===== config.mk =====
export PLATFORM = sky130hd
export DESIGN_NAME = mc_cpu_core
export DESIGN_NICKNAME = d
export VERILOG_FILES = /design/src/rtl/mc_cpu_pkg.sv /design/src/rtl/mc_cpu_alu.sv /design/src/rtl/mc_cpu_core.sv
export SDC_FILE = /design/constraint.sdc
export NUM_CORES = 2
export LEC_CHECK = 0
export CORE_AREA = 2 2 407 611
export CTS_CLUSTER_DIAMETER = 100
export DETAILED_ROUTE_END_ITERATION = 8
export DIE_AREA = 0 0 409 613
export PLACE_DENSITY = 0.49
export SLEW_MARGIN = 0
export SYNTH_ARGS = -nofsm -noshare
export SYNTH_HDL_FRONTEND = slang
export SYNTH_SLANG_ARGS = --single-unit
export TNS_END_PERCENT = 100

===== constraint.sdc =====
create_clock -name clk -period 3.1 [get_ports clk]
set_input_delay 0.62 -clock clk [delete_from_list [all_inputs] [get_ports clk]]
set_output_delay 0.62 -clock clk [all_outputs]
set_load 0.02 [all_outputs]

===== src/rtl/mc_cpu_pkg.sv =====
// mc_cpu_pkg: shared types, opcode encodings and field helpers for the multi-cycle CPU.
// The optional Z/C flag feature is selected in mc_cpu_core by the macro MC_CPU_FLAGS_EN.
package mc_cpu_pkg;

  // state | meaning
  // IDLE   | out of reset, waiting for start
  // FETCH  | register imem[pc]
  // DECODE | read operands from the register file
  // EXEC   | compute result and next pc
  // WB     | write register file, pulse wb_valid, update pc
  // HALT   | stopped by HALT, waiting for start
  typedef enum logic [2:0] {
    IDLE   = 3'd0,
    FETCH  = 3'd1,
    DECODE = 3'd2,
    EXEC   = 3'd3,
    WB     = 3'd4,
    HALT   = 3'd5
  } state_e;

  // opcode classes, top two bits of the opcode byte
  localparam logic [1:0] CLS_MVI = 2'b00;
  localparam logic [1:0] CLS_MOV = 2'b01;
  localparam logic [1:0] CLS_ALU = 2'b10;

  // source field value that marks MVI inside class 00
  localparam logic [2:0] SRC_IMM = 3'b110;

  // ALU operation codes (ddd field of class 10)
  localparam logic [2:0] ALU_ADD = 3'b000;
  localparam logic [2:0] ALU_SUB = 3'b001;
  localparam logic [2:0] ALU_AND = 3'b010;
  localparam logic [2:0] ALU_OR  = 3'b011;
  localparam logic [2:0] ALU_XOR = 3'b100;

  // full-byte control opcodes
  localparam logic [7:0] OP_JMP  = 8'hC0;
  localparam logic [7:0] OP_JZ   = 8'hC8;
  localparam logic [7:0] OP_JC   = 8'hD0;
  localparam logic [7:0] OP_HALT = 8'hFF;

  function automatic logic [1:0] op_cls(input logic [7:0] op);
    return op[7:6];
  endfunction

  function automatic logic [2:0] op_dst(input logic [7:0] op);
    return op[5:3];
  endfunction

  function automatic logic [2:0] op_src(input logic [7:0] op);
    return op[2:0];
  endfunction

endpackage


===== src/rtl/mc_cpu_alu.sv =====
// mc_cpu_alu: combinational DW-wide ALU; y = {carry, result}. On SUB the carry bit is the borrow.
module mc_cpu_alu
  import mc_cpu_pkg::*;
#(
  parameter int DW = 8
) (
  input  logic [DW-1:0] a,
  input  logic [DW-1:0] b,
  input  logic [2:0]    op,
  output logic [DW:0]   y
);

  // one-level mux over the five defined operations; undefined codes yield zero
  always_comb begin
    y = '0;
    case (op)
      ALU_ADD: y = {1'b0, a} + {1'b0, b};
      ALU_SUB: y = {1'b0, a} - {1'b0, b};
      ALU_AND: y = {1'b0, a & b};
      ALU_OR:  y = {1'b0, a | b};
      ALU_XOR: y = {1'b0, a ^ b};
      default: y = '0;
    endcase
  end

endmodule


===== src/rtl/mc_cpu_core.sv =====
// mc_cpu_core: multi-cycle register CPU, 4 cycles per instruction, host-loaded instruction RAM.
// Build macro MC_CPU_FLAGS_EN adds Z/C flags written by ALU ops and the JZ/JC instructions.
module mc_cpu_core
  import mc_cpu_pkg::*;
#(
  parameter  int DW         = 8,
  parameter  int IMEM_DEPTH = 128,
  localparam int IW         = 8 + 2 * DW,
  localparam int PCW        = $clog2(IMEM_DEPTH)
) (
  input  logic           clk,
  input  logic           rst_n,
  input  logic           start,
  input  logic           imem_we,
  input  logic [PCW-1:0] imem_waddr,
  input  logic [IW-1:0]  imem_wdata,
  output logic           busy,
  output logic           halted,
  output logic           wb_valid,
  output logic [2:0]     wb_reg,
  output logic [DW-1:0]  wb_data,
  output logic [PCW-1:0] pc
);

  // the reserved B field is never executed, so the RAM keeps only opcode and A
  localparam int MW = 8 + DW;

  logic [MW-1:0]  imem [IMEM_DEPTH];
  logic           unused_rsvd;

  state_e         state_q, state_d;
  logic           launch, fetch_en, decode_en, exec_en, wb_en;

  logic [PCW-1:0] pc_q, npc_q, pc_inc, jmp_tgt;
  logic [7:0]     ir_op_q;
  logic [DW-1:0]  ir_a_q;
  logic [DW-1:0]  regs_q [8];
  logic [DW-1:0]  opa_q, opb_q, res_q;
  logic [DW:0]    alu_y;

  logic [1:0]     cls;
  logic [2:0]     fld_d, fld_s, dest;
  logic           is_mvi, is_mov, is_alu, is_jmp, is_halt, take_jump, writes;

`ifdef MC_CPU_FLAGS_EN
  logic           z_q, c_q, cy_q;
  logic           is_jz, is_jc;
`else
  logic           unused_cy;
`endif

  assign unused_rsvd = ^imem_wdata[DW-1:0];
  assign pc          = pc_q;

  // host write port; no reset so the program survives rst_n
  always_ff @(posedge clk) begin
    if (imem_we) imem[imem_waddr] <= imem_wdata[IW-1:DW];
  end

  // state register
  always_ff @(posedge clk or negedge rst_n) begin
    if (!rst_n) state_q <= IDLE;
    else        state_q <= state_d;
  end

  // next-state logic: fixed four-step walk, start only honoured when stopped
  always_comb begin
    state_d = state_q;
    case (state_q)
      IDLE:    if (start) state_d = FETCH;
      FETCH:   state_d = DECODE;
      DECODE:  state_d = EXEC;
      EXEC:    state_d = WB;
      WB:      state_d = is_halt ? HALT : FETCH;
      HALT:    if (start) state_d = FETCH;
      default: state_d = IDLE;
    endcase
  end

  // FSM outputs: status flags and per-stage enables
  always_comb begin
    busy      = 1'b0;
    halted    = 1'b0;
    launch    = 1'b0;
    fetch_en  = 1'b0;
    decode_en = 1'b0;
    exec_en   = 1'b0;
    wb_en     = 1'b0;
    case (state_q)
      IDLE:    launch    = start;
      FETCH:   begin busy = 1'b1; fetch_en  = 1'b1; end
      DECODE:  begin busy = 1'b1; decode_en = 1'b1; end
      EXEC:    begin busy = 1'b1; exec_en   = 1'b1; end
      WB:      begin busy = 1'b1; wb_en     = 1'b1; end
      HALT:    begin halted = 1'b1; launch = start; end
      default: ;
    endcase
  end

  // instruction decode from the latched opcode byte
  always_comb begin
    cls     = op_cls(ir_op_q);
    fld_d   = op_dst(ir_op_q);
    fld_s   = op_src(ir_op_q);
    is_mvi  = (cls == CLS_MVI) && (fld_s == SRC_IMM);
    is_mov  = (cls == CLS_MOV);
    is_alu  = (cls == CLS_ALU) && (fld_d <= ALU_XOR);
    is_jmp  = (ir_op_q == OP_JMP);
    is_halt = (ir_op_q == OP_HALT);
    writes  = is_mvi || is_mov || is_alu;
    dest    = is_alu ? 3'd0 : fld_d;
  end

  // next-pc candidates: wrapping increment and jump target taken modulo the RAM depth
  always_comb begin
    pc_inc  = (pc_q == PCW'(IMEM_DEPTH - 1)) ? '0 : pc_q + 1'b1;
    jmp_tgt = PCW'(32'(ir_a_q) % 32'(IMEM_DEPTH));
`ifdef MC_CPU_FLAGS_EN
    is_jz     = (ir_op_q == OP_JZ);
    is_jc     = (ir_op_q == OP_JC);
    take_jump = is_jmp || (is_jz && z_q) || (is_jc && c_q);
`else
    take_jump = is_jmp;
`endif
  end

  mc_cpu_alu #(.DW(DW)) u_alu (
    .a  (opa_q),
    .b  (opb_q),
    .op (fld_d),
    .y  (alu_y)
  );

`ifndef MC_CPU_FLAGS_EN
  assign unused_cy = alu_y[DW];
`endif

  // datapath: one stage active per cycle, writeback pulses wb_valid for one cycle
  always_ff @(posedge clk or negedge rst_n) begin
    if (!rst_n) begin
      pc_q     <= '0;
      npc_q    <= '0;
      ir_op_q  <= '0;
      ir_a_q   <= '0;
      opa_q    <= '0;
      opb_q    <= '0;
      res_q    <= '0;
      wb_valid <= 1'b0;
      wb_reg   <= '0;
      wb_data  <= '0;
      for (int i = 0; i < 8; i++) regs_q[i] <= '0;
`ifdef MC_CPU_FLAGS_EN
      z_q  <= 1'b0;
      c_q  <= 1'b0;
      cy_q <= 1'b0;
`endif
    end else begin
      wb_valid <= 1'b0;
      if (launch) pc_q <= '0;
      if (fetch_en) begin
        ir_op_q <= imem[pc_q][MW-1:MW-8];
        ir_a_q  <= imem[pc_q][DW-1:0];
      end
      if (decode_en) begin
        opa_q <= is_mvi ? ir_a_q : (is_alu ? regs_q[0] : regs_q[fld_s]);
        opb_q <= regs_q[fld_s];
      end
      if (exec_en) begin
        res_q <= is_alu ? alu_y[DW-1:0] : opa_q;
        npc_q <= is_halt ? pc_q : (take_jump ? jmp_tgt : pc_inc);
`ifdef MC_CPU_FLAGS_EN
        cy_q  <= alu_y[DW];
`endif
      end
      if (wb_en) begin
        pc_q <= npc_q;
        if (writes) begin
          regs_q[dest] <= res_q;
          wb_valid     <= 1'b1;
          wb_reg       <= dest;
          wb_data      <= res_q;
        end
`ifdef MC_CPU_FLAGS_EN
        if (is_alu) begin
          z_q <= (res_q == '0);
          c_q <= cy_q;
        end
`endif
      end
    end
  end

endmodule


* After elaboration in Yosys (flattened, before gate mapping) *
Memory sizes are Yosys's and may differ from the RTL's. A register that Yosys moved wholly into a read port is not among the register bits.
Cells that the tools add are included.

operators by class
  add/subtract/negate cells = 3
  $lt $le $gt $ge = 4
  equal/unequal tests = 16
  multiplexer cells = 30
  bitwise operators = 5
  reduce and logical (&&, ||, !) cells = 13

operators with widths
  kind                   number
  $bwmux W64             1
  $mux W8                6
  $pmux W8 S5            1
  $mux W7                5
  $bmux W8 S3            1
  $demux W8 S3           1
  $eq A8 B8 Y1 const B   2
  $pmux W3 S5            1
  $eq A3 B2 Y1 const B   4
  $eq A3 B3 Y1 const B   4
  $mux W1                11
  $mux W3                3
  $add A8 B8 Y8          1
  $and A8 B8 Y8          1
  $ge A4 B4 Y1 const B   2
  $not A3 Y4             2
  $or A8 B8 Y8           1
  $sub A8 B8 Y8          1
  $xor A8 B8 Y8          1
  $add A7 B1 Y7 const B  1
  $eq A7 B7 Y1 const B   1
  $eq A3 B1 Y1 const B   2
  $logic_not A3 Y1       2
  $lt A4 B1 Y1 const B   1
  12 further kinds       15

storage, ports and cells
  register bits after elaboration = 117
  memory bits (writable) = 2048
  bits of input ports = 35
  memories = 1

memory list
  memory  depth  width  read ports  clocked after Yosys merged registers in  write ports  RTL line           source
  imem    128    16     1           1                                        1            mc_cpu_core.sv:28  logic [MW-1:0] imem [IMEM_DEPTH];

* Depth between registers and ports, before layout *
  word-level depth = 9
  mapped depth = 12
  gate-level depth less buffers = 12

* Hierarchy *
A second synthesis with hierarchy kept.

second synthesis, totals
  cells, all modules = 4720
  area total of the unflattened synthesis = 86536.7 sq um

by module, submodules not included
  module       times used  cells an instance  area an instance (sq um)  sequential area each (sq um)
  mc_cpu_core  1           4575               85515.8                   64827.2
  mc_cpu_alu   1           145                1021.0                    0.0

* Least setup slack after synthesis *
No wires, ideal clock.

  path kind = flip-flop to flip-flop
  start = register ir_op_q[5], read port of imem
  end = register res_q[4]
  library setup time = 0.136 ns
  data arrival time = 2.838 ns
  data required time = 2.964 ns
  slack = 0.126 ns
  cell stages (with the launch flop) = 11
  clock period less this slack = 2.974 ns
  cells stage by stage = dfrtp_1 -> buf_2 -> nor3b_1 -> mux2_2 -> fa_1 -> nor2b_1 -> o21ai_0 -> a21boi_0 -> nor4_1 -> a2111oi_0 -> o21ai_0

between the ends
  word-level cells in the longest chain between the ends = 3

ends and longest elaborated chain
  item                                                RTL line                              source
  start: declaration                                  mc_cpu_core.sv:35                     logic [7:0] ir_op_q;
  $eq A3 B3 Y1 (tied with other cells)                mc_cpu_alu.sv:16                      case (op)
  $pmux W8 S5 or $logic_and A1 B1 Y1 (tied branches)  mc_cpu_alu.sv:16, mc_cpu_core.sv:107
  $mux W8 *                                           mc_cpu_core.sv:169                    res_q <= is_alu ? alu_y[DW-1:0] : opa_q;
  end signal: assignment                              mc_cpu_core.sv:169
  end: declaration                                    mc_cpu_core.sv:38                     logic [DW-1:0] opa_q, opb_q, res_q;

Every way passes the cells marked *; elsewhere a longest branch is shown, timed or not.
A chain may end at the register's enable or synchronous reset.

* Worst setup path in the final report *
  start = register pc_q[1], in the netlist pc[1]
  end = output port pc[1]

RTL lines
  item                      RTL line            source
  start: declaration        mc_cpu_core.sv:34   logic [PCW-1:0] pc_q, npc_q, pc_inc, jmp_tgt;
  start signal: assignment  mc_cpu_core.sv:176  pc_q <= npc_q;
  end: declaration          mc_cpu_core.sv:22   output logic [PCW-1:0] pc

No word-level cell between the ends.

==> impl_metrics.env <==
export IMPL_status="completed"
export IMPL_synth_xor_area_frac=0.00102
export IMPL_yosys_area_top_type_share=0.719
export IMPL_synthAdderAreaFrac=0.00389
export IMPL_synth_compound_area_frac=0.0398
export IMPL_num_vias=43166
export IMPL_fmax_mhz=331
export IMPL_synth_area_top_cells="edfxtp_1, mux4_2, mux2i_1"
export IMPL_async_flop_share=0.0610
export IMPL_die_area_um2=251000
export IMPL_routed_top_layer="met5"
export IMPL_antenna_found_initial=8
export IMPL_drt_wl_total_um=233000
export IMPL_synthSimpleGateAreaFrac=0.0314
export IMPL_synth_top_family_by_area="multiplexers"
export IMPL_grt_usage=0.184
export IMPL_drc=0
export IMPL_syn_nets=4446
export IMPL_fin_crit_sh=0.975
export IMPL_clock_latency_ps=830
export IMPL_io_pins=56
export IMPL_hold_violations=0
export IMPL_met3_wirelength_um=8820
export IMPL_cts_sinks=2181
export IMPL_cts_made_buffers=206
export IMPL_die_w_um=409
export IMPL_synth_seq_area_share=0.758
export IMPL_crit_path_start_kind="register"
export IMPL_tritoncts="built"
export IMPL_path_max_fanout=9
export IMPL_maxCapViolations=0
export IMPL_yosysWarnings=0
export IMPL_start_util=0.349
export IMPL_core_um2=245000
export IMPL_netlist_top_cells_count="edfxtp_1, mux2i_1, mux4_2"
export IMPL_power_total_w=0.0734
export IMPL_route_met2_wl_um=120000
export IMPL_wl_per_cell_um=28.2
export IMPL_avgSynthCellArea_um2=19.5
export IMPL_area_growth_pct=17.7
export IMPL_synth_cells=4385
export IMPL_grt_pass1_wl_um=333000
export IMPL_synth_most_common_cell="edfxtp_1"
export IMPL_dieHeight_um=613
export IMPL_worst_pin_slew_ps=1210
export IMPL_rsz0062_at_grt="no"
export IMPL_yosysTopAreaCell="edfxtp_1"
export IMPL_crit_type="reg2out"
export IMPL_ys_flop_type="edfxtp_1"
export IMPL_row_count=223
export IMPL_via_per_inst=5.24
export IMPL_cts_root_buffer="clkbuf_16"
export IMPL_grt_pass1_vias=44762
export IMPL_met1_length_um=96900
export IMPL_cp_required_ps=2480
export IMPL_r2r_slack_ps=110
export IMPL_ys_ff_latch=2181
export IMPL_largest_register="imem"
export IMPL_drv_slew=0
export IMPL_ant_nets=0
export IMPL_arrival_ps=2400
export IMPL_top_regs="imem: 2048 flops, regs_q: 64 flops"
export IMPL_relSlewSlack=0.189
export IMPL_cts_max_path_buffers=4
export IMPL_post_cts_buffers=0
export IMPL_dpl_cell_area_um2=94200
export IMPL_synth_mux_area_frac=0.150
export IMPL_total_leakage_power_nw=31.3
export IMPL_largest_register_ffs=2048
export IMPL_stdcell_area_um2=101000
export IMPL_ir_drop_mv=0.523
export IMPL_finalClockSkew_ps=43.9
export IMPL_synth_cell_types=71
export IMPL_nets=4876
export IMPL_fin_cells=8242
export IMPL_numPortBuffers=47
export IMPL_htreeDepth=4
export IMPL_powerDensity_nw_per_um2=730
export IMPL_setup_viol=0
export IMPL_drtPass1Iterations=5
export IMPL_gr_total_overflow=0
export IMPL_dp_hpwl_um=149000
export IMPL_cts_clk_slew_worst_paths_ps=60
export IMPL_place_gp_congestion=0.820
export IMPL_worstHoldPathType="in2reg"
export IMPL_dp_cells=7865
export IMPL_grt_max_degree=129
export IMPL_first_iter_violations=3543
export IMPL_syn_area_um2=85500
export IMPL_fin_crit_ps=3020
export IMPL_cp_end_kind="primary output"
export IMPL_final_layout_size_suffix_gt1_frac=0.242
export IMPL_synth_edf_count=2048
## through the flow
stage	utilization	hold WS (ps)	TNS (ps)	setup WS (ps)
after floorplan	-	324	0	126
after global placement	0.384	465	-615	-43.7
after detailed placement	0.384	469	-836	-69.5
after CTS	0.410	165	0	24.5
after global routing	0.410	207	0	4.13
final	0.410	235	0	77.7
## area by class of cell
class                   count  area [um2]
diodes                      6        15.0
clock buffers             262        5490
clock inverters           105         878
fillers                 21651      145000
inverters                  26        97.6
multi-input cells        1918       19500
flip-flops and latches   2181       64800
well taps                3262        4080
repair buffers            482        5770
## final timing paths
kind | cells after the start | endpoint | start
worst max-delay path | 2 | pc[1] | pc[1]$_DFFE_PN0P_
worst min-delay path | 1 | imem[121][12]$_DFFE_PP_ | imem_wdata[20]
worst max register to register | 7 | ir_a_q[1]$_DFFE_PN0P_ | pc[2]$_DFFE_PN0P_
worst min register to register | 2 | wb_data[3]$_DFFE_PN0P_ | wb_data[3]$_DFFE_PN0P_
max in group asynchronous | 3 | wb_reg[2]$_DFFE_PN0P_ | rst_n
min in group asynchronous | 2 | opb_q[1]$_DFFE_PN0P_ | rst_n
## layer usage
metal,up-vias,track usage
met5,-,0
met4,4,0.0592
met3,289,0.0215
met2,861,0.323
met1,23232,0.238
li1,18780,-
## logic make-up after synthesis
group                      count (synthesis)
xor gates and xnor gates                  10
DFF                                     2181
buffers and inverters                    286
muxes                                    821
and+or+nand+nor                          559
AOI/OAI and AO/OA                        502
adders and majority gates                 26
## cells in the final DEF, fill, tap and decap left out, types with 87 or more instances in the layout
| cell type | instances |
|---|---|
| clkbuf_16 | 210 |
| a21oi_1 | 87 |
| nor2_1 | 181 |
| edfxtp_1 | 2048 |
| a22oi_1 | 228 |
| buf_4 | 282 |
| mux4_2 | 361 |
| mux2i_1 | 391 |
| buf_12 | 165 |
| dfrtp_1 | 126 |
| nand2_1 | 133 |
## critical path, stage by stage, from the launching register on
cell             delay (ps)
dfrtp_4                 550
buf_4                   290
clkdlybuf4s50_1         720
## repair_timing
item,CTS,global route
hold endpoints to repair,71,0
hold buffers,4,0
endpoints found under the setup margin,5,2
gates resized for setup,4,4
## where the power goes
part / leakage (nW) / total (W) / switching (W) / internal [W]
combinational: 8.07 / 0.0152 / 0.00848 / 0.00671
sequential: 20.1 / 0.0338 / 0.000810 / 0.0330
clock: 3.11 / 0.0245 / 0.0108 / 0.0137
total: 31.3 / 0.0734 / 0.0201 / 0.0534
No activity file was read; power rests on OpenSTA's default activity.
